## src/rtl/mem_arb_pkg.sv

```systemverilog
// Shared encodings for the two-port RAM arbiter: FSM states, access direction and port ids.
package mem_arb_pkg;

  typedef enum logic [1:0] {
    ST_IDLE     = 2'd0,
    ST_ISSUE    = 2'd1,
    ST_COMPLETE = 2'd2
  } arb_state_e;

  localparam logic RW_READ  = 1'b0;
  localparam logic RW_WRITE = 1'b1;

  localparam logic PORT_CPU = 1'b0;
  localparam logic PORT_DMA = 1'b1;

endpackage

```

## src/rtl/mem_arbiter_rr_picker.sv

```systemverilog
// Combinational 2-way round-robin choice: a lone requester wins, a tie goes to the port not granted last.
module rr_picker
  import mem_arb_pkg::*;
(
  input  logic i_req_cpu,
  input  logic i_req_dma,
  input  logic i_last_grant,
  output logic o_valid_c,
  output logic o_port_c
);

  always_comb begin
    o_valid_c = i_req_cpu | i_req_dma;
    if (i_req_cpu && i_req_dma) begin
      o_port_c = ~i_last_grant;
    end else if (i_req_dma) begin
      o_port_c = PORT_DMA;
    end else begin
      o_port_c = PORT_CPU;
    end
  end

endmodule

```

## src/rtl/mem_arbiter.sv

```systemverilog
// Arbitrates a processor port and a loader/DMA port onto one RAM; each access takes IDLE -> ISSUE -> COMPLETE.
module mem_arbiter
  import mem_arb_pkg::*;
#(
  parameter int unsigned ADDR_W = 8,
  parameter int unsigned DATA_W = 8
) (
  input  logic              clk,
  input  logic              rst,
  input  logic              cpu_req,
  input  logic              cpu_rw,
  input  logic [ADDR_W-1:0] cpu_addr,
  input  logic [DATA_W-1:0] cpu_wdata,
  output logic              cpu_ack,
  output logic [DATA_W-1:0] cpu_rdata,
  input  logic              dma_req,
  input  logic              dma_rw,
  input  logic [ADDR_W-1:0] dma_addr,
  input  logic [DATA_W-1:0] dma_wdata,
  output logic              dma_ack,
  output logic [DATA_W-1:0] dma_rdata,
  output logic [ADDR_W-1:0] mem_addr,
  output logic [DATA_W-1:0] mem_in,
  output logic              mem_rw,
  input  logic [DATA_W-1:0] mem_out,
  output logic              busy,
  output logic              last_grant
);

  arb_state_e r_state;
  arb_state_e w_state_next;
  logic       r_rw;
  logic       w_pick_valid;
  logic       w_pick_port;
  logic       w_latch;
  logic       w_finish;

  rr_picker u_picker (
    .i_req_cpu    (cpu_req),
    .i_req_dma    (dma_req),
    .i_last_grant (last_grant),
    .o_valid_c    (w_pick_valid),
    .o_port_c     (w_pick_port)
  );

  always_ff @(posedge clk) begin
    if (rst) begin
      r_state <= ST_IDLE;
    end else begin
      r_state <= w_state_next;
    end
  end

  always_comb begin
    w_state_next = r_state;
    w_latch      = 1'b0;
    w_finish     = 1'b0;
    case (r_state)
      ST_IDLE: begin
        if (w_pick_valid) begin
          w_state_next = ST_ISSUE;
          w_latch      = 1'b1;
        end
      end
      ST_ISSUE: begin
        w_state_next = ST_COMPLETE;
        w_finish     = 1'b1;
      end
      ST_COMPLETE: w_state_next = ST_IDLE;
      default:     w_state_next = ST_IDLE;
    endcase
  end

  // mem_* double as the latched request; mem_rw is high only for the ISSUE cycle.
  always_ff @(posedge clk) begin
    if (rst) begin
      cpu_ack    <= 1'b0;
      dma_ack    <= 1'b0;
      cpu_rdata  <= '0;
      dma_rdata  <= '0;
      mem_addr   <= '0;
      mem_in     <= '0;
      mem_rw     <= RW_READ;
      busy       <= 1'b0;
      last_grant <= PORT_DMA;
      r_rw       <= RW_READ;
    end else begin
      cpu_ack <= 1'b0;
      dma_ack <= 1'b0;
      mem_rw  <= RW_READ;
      busy    <= (w_state_next != ST_IDLE);
      if (w_latch) begin
        last_grant <= w_pick_port;
        if (w_pick_port == PORT_DMA) begin
          r_rw     <= dma_rw;
          mem_rw   <= dma_rw;
          mem_addr <= dma_addr;
          mem_in   <= dma_wdata;
        end else begin
          r_rw     <= cpu_rw;
          mem_rw   <= cpu_rw;
          mem_addr <= cpu_addr;
          mem_in   <= cpu_wdata;
        end
      end
      if (w_finish) begin
        if (last_grant == PORT_CPU) begin
          cpu_ack <= 1'b1;
          if (r_rw == RW_READ) cpu_rdata <= mem_out;
        end else begin
          dma_ack <= 1'b1;
          if (r_rw == RW_READ) dma_rdata <= mem_out;
        end
      end
    end
  end

endmodule

```

## config.mk

```make
export PLATFORM = sky130hd
export DESIGN_NAME = mem_arbiter
export DESIGN_NICKNAME = d
export VERILOG_FILES = /design/src/rtl/mem_arb_pkg.sv /design/src/rtl/mem_arbiter_rr_picker.sv /design/src/rtl/mem_arbiter.sv
export SDC_FILE = /design/constraint.sdc
export NUM_CORES = 1
export LEC_CHECK = 0
export BUFFER_PORTS_ARGS = -buffer_cell sky130_fd_sc_hd__buf_2
export CAP_MARGIN = 20
export CORE_ASPECT_RATIO = 1.1
export CORE_MARGIN = 2
export CORE_UTILIZATION = 25
export DETAILED_ROUTE_END_ITERATION = 8
export SYNTH_ARGS = -nofsm -noshare
export SYNTH_HDL_FRONTEND = slang
export SYNTH_SLANG_ARGS = --single-unit
```

## constraint.sdc

```tcl
create_clock -name clk -period 1.7 [get_ports clk]
set_input_delay 0 -clock clk [delete_from_list [all_inputs] [get_ports clk]]
set_output_delay 0 -clock clk [all_outputs]
set_load 0.02 [all_outputs]
```

==> impl_metrics.json <==
{
  "status": "complete, no violations",
  "criticalPathCategory": "flip-flop to flip-flop",
  "worstSetupEndpoint": "mem_in[4]",
  "remaining_drc_errors": 0,
  "syn_inst": 181,
  "number_of_buffers_added_by_the_clock_tree_synthesis_step": 5,
  "cp.depth": 4,
  "drt_wirelength_um": 4950,
  "clkSinkCount": 40,
  "netlist-cell-type-count": 23,
  "syn-num-nets": 227,
  "clk-insertion-delay-late_ns": 0.29,
  "worst_setup_path_start_kind": "flip-flop",
  "worst_hold_launch": "dma_addr[0]",
  "final-setup-viol-count": 0,
  "antenna_violating_nets_post_route": 0,
  "setup.reg_to_reg.worst_slack_ns": 0.22,
  "timing.final.max_slew_violations": 0,
  "pin_count": 83,
  "overflow": 0,
  "routed_wire_length_per_instance_um": 13.1,
  "post-route-period-util_pct": 87.0,
  "cts_buffer_depth": 2,
  "max-cap-violations": 0,
  "vias": 1725,
  "rsz0062_at_grt": "false",
  "destination_of_the_worst_register_to_register_timing_path": "mem_in[4]",
  "cts_tree": "built",
  "postCtsResizedCells": 0,
  "final_period_minus_worst_setup_slack_ns": 1.48,
  "first_pass_iters": 4,
  "area_delta_synth_final_pct": 52.4,
  "path_category_of_the_worst_min_delay_check": "input port to flip-flop",
  "finalSetupTns_ns": 0,
  "postSynthAreaPerCell_um2": 9.44,
  "first_iter_violations": 48,
  "timing.critical_path.slowest_cell_delay_ns": 0.54,
  "timing.critical_path.cells": "a21bo_2, buf_4, nand2_1, a311oi_2",
  "rr_startpoint": "last_grant",
  "grt_pass1_wl_um": 7740,
  "core_region_area_um2": 6590,
  "clk_pin_slew_ns": 0.08,
  "via_count_of_the_first_global_routing_pass": 1632,
  "synth_area_um2": 1710,
  "critical_path.n_buffers_inverters": 1,
  "io_buffer_count": 82,
  "rows": 31,
  "worst-r2r-cell-count": 4,
  "routed_via_density": 4.56,
  "count_of_endpoints_failing_hold_in_the_final_timing_report": 0,
  "fin_skew_ns": 0.00433,
  "grt_start_max_net_pins": 33,
  "dieWidth_um": 82.8,
  "synth.yosys.warnings": 0,
  "critPathLaunch": "last_grant",
  "worst_slew_margin_pct": 57.6,
  "initial_standard_cell_utilization_of_the_core_pct": 25.9,
  "ys_ff_latch": 40,
  "worstMarginPinSlew_ns": 0.635,
  "h-tree-depth": 2,
  "antennaDiodeCount": 0,
  "design.final.nets": 342,
  "grt_usage_pct": 12.8,
  "root_buffer": "sky130_fd_sc_hd__clkbuf_8",
  "max-vdd-ir-drop_uv": 474,
  "fp.dieH_um": 90.7,
  "fraction_of_final_layout_cells_sized_beyond_drive_strength_1_pct": 37.8,
  "cp-end-kind": "flip-flop",
  "critical_path.slowest_cell": "sky130_fd_sc_hd__dfxtp_1",
  "power.leakage_nw": 1.17,
  "finish.utilization_pct": 39.5,
  "pwr_density_cell_nw_per_um2": 891,
  "largest_fanout_on_the_critical_path": 10,
  "cp_data_required_time_ns": 1.90,
  "globalplace.congestion": 0.687,
  "post-dp-hpwl_um": 3280,
  "max_freq_ghz": 0.676,
  "antenna_violations_before_repair": 0,
  "arrival_ns": 1.68,
  "synth_sequential_area_ratio_pct": 46.9,
  "worst_path_dominant_cell_family": "flip-flops",
  "floorplan.die_area_um2": 7510
}
per-layer routing:
layer  track usage, %  vias up  wire length (um)
met4             3.96        0                61
met1             14.9      784              2090
met3             4.39        4               328
li1                 -      860                 -
met5                0        -                 0
met2             21.8       77              2470
cell families after synthesis:
kind of cell | after synthesis | synth area share, %
buffers and inverters | 16 | 7.25
AOI/OAI and AO/OA | 46 | 22.1
and+or+nand+nor | 70 | 18.5
DFF | 40 | 46.9
muxes | 9 | 5.27
where the power goes:
| group | internal (mW) | leakage, nW | switching (mW) | total [mW] |
|---|---|---|---|---|
| Sequential | 1.01 | 0.329 | 0.0519 | 1.07 |
| Clock | 0.362 | 0.0503 | 0.320 | 0.681 |
| Combinational | 0.260 | 0.787 | 0.312 | 0.572 |
| Total | 1.64 | 1.17 | 0.683 | 2.32 |
placed cells by master, fill, tap and decap left out:
| cell type | instances |
|---|---|
| sky130_fd_sc_hd__buf_2 | 82 |
| sky130_fd_sc_hd__nand2_1 | 49 |
| sky130_fd_sc_hd__dfxtp_1 | 40 |
| sky130_fd_sc_hd__dlygate4sd3_1 | 35 |
| sky130_fd_sc_hd__a21oi_1 | 26 |
| sky130_fd_sc_hd__nor2_1 | 11 |
| sky130_fd_sc_hd__a311oi_2 | 9 |
| sky130_fd_sc_hd__mux2i_1 | 9 |
| sky130_fd_sc_hd__a311oi_1 | 7 |
| sky130_fd_sc_hd__clkbuf_8 | 7 |
| sky130_fd_sc_hd__buf_4 | 7 |
| sky130_fd_sc_hd__nor3_1 | 2 |
| sky130_fd_sc_hd__a21bo_2 | 1 |
| sky130_fd_sc_hd__or2_1 | 1 |
| sky130_fd_sc_hd__and2_4 | 1 |
| sky130_fd_sc_hd__a21boi_4 | 1 |
| sky130_fd_sc_hd__nor4bb_2 | 1 |
| sky130_fd_sc_hd__nand2b_1 | 1 |
| sky130_fd_sc_hd__and3_1 | 1 |
| sky130_fd_sc_hd__a211o_1 | 1 |
| sky130_fd_sc_hd__a211oi_2 | 1 |
| sky130_fd_sc_hd__nor4b_4 | 1 |
| sky130_fd_sc_hd__or4b_4 | 1 |
| sky130_fd_sc_hd__and2_1 | 1 |
timing repair:
action / 4_1_cts / 5_1_grt
hold buffers: 35 / 0
endpoints found under the hold margin: 31 / 0
buffers inserted: 0 / 0
stage by stage:
step                      worst slack [ns]  power, mW  std cells  hold slack (ns)  instance area (um2)
after floorplan                      0.295       1.44        181            0.136                 1710
after global placement               0.266       1.59        336            0.257                 2160
after detailed placement             0.207       1.60        336            0.262                 2160
after CTS                            0.201       2.35        378          0.00133                 2600
after global routing                0.0730       2.45        378           0.0112                 2600
final                                0.221       2.32        378          0.00689                 2600
worst min path at each step:
stage	end	slack, ns	depth (start not counted)
after floorplan	cpu_rdata[0]	0.14	2
after global placement	cpu_rdata[3]	0.26	3
after detailed placement	dma_rdata[0]	0.26	3
after CTS	mem_in[6]	0.001	3
after global routing	mem_in[4]	0.01	3
final	mem_addr[0]	0.007	3
registers in the layout, indices dropped and copies added (netlist names):
register / cells
mem_in: 8
r_rw: 1
busy: 1
cpu_ack: 1
dma_ack: 1
dma_rdata: 8
mem_addr: 8
r_state: 2
mem_rw: 1
last_grant: 1
cpu_rdata: 8
cells in the mapped netlist, drive strengths merged:
library cell | instances | area (um2)
clkbuf | 4 | 15.0
dfxtp | 40 | 801
a211o | 1 | 8.76
and3 | 1 | 6.26
mux2i | 9 | 90.1
a211oi | 1 | 12.5
nor4b | 1 | 23.8
nand2 | 49 | 184
nor3 | 2 | 10.0
buf | 12 | 109
or4b | 1 | 13.8
nor2 | 11 | 41.3
or2 | 1 | 6.26
a21oi | 26 | 130
a311oi | 16 | 196
nand2b | 1 | 6.26
nor4bb | 1 | 10.0
a21boi | 1 | 18.8
and2 | 2 | 15.0
a21bo | 1 | 10.0
area by class of cell:
type / instances / area, um2
timing repair buffer: 124 / 813
tap: 82 / 103
multi-input combinational: 125 / 790
sequential: 40 / 801
fill: 664 / 3990
clock buffer: 7 / 96.3
worst min-delay path, cell delays in order:
cell,delay (ns)
sky130_fd_sc_hd__buf_2,0.10
sky130_fd_sc_hd__nand2_1,0.06
sky130_fd_sc_hd__a311oi_2,0.09
(Power assumes the default switching activity.)
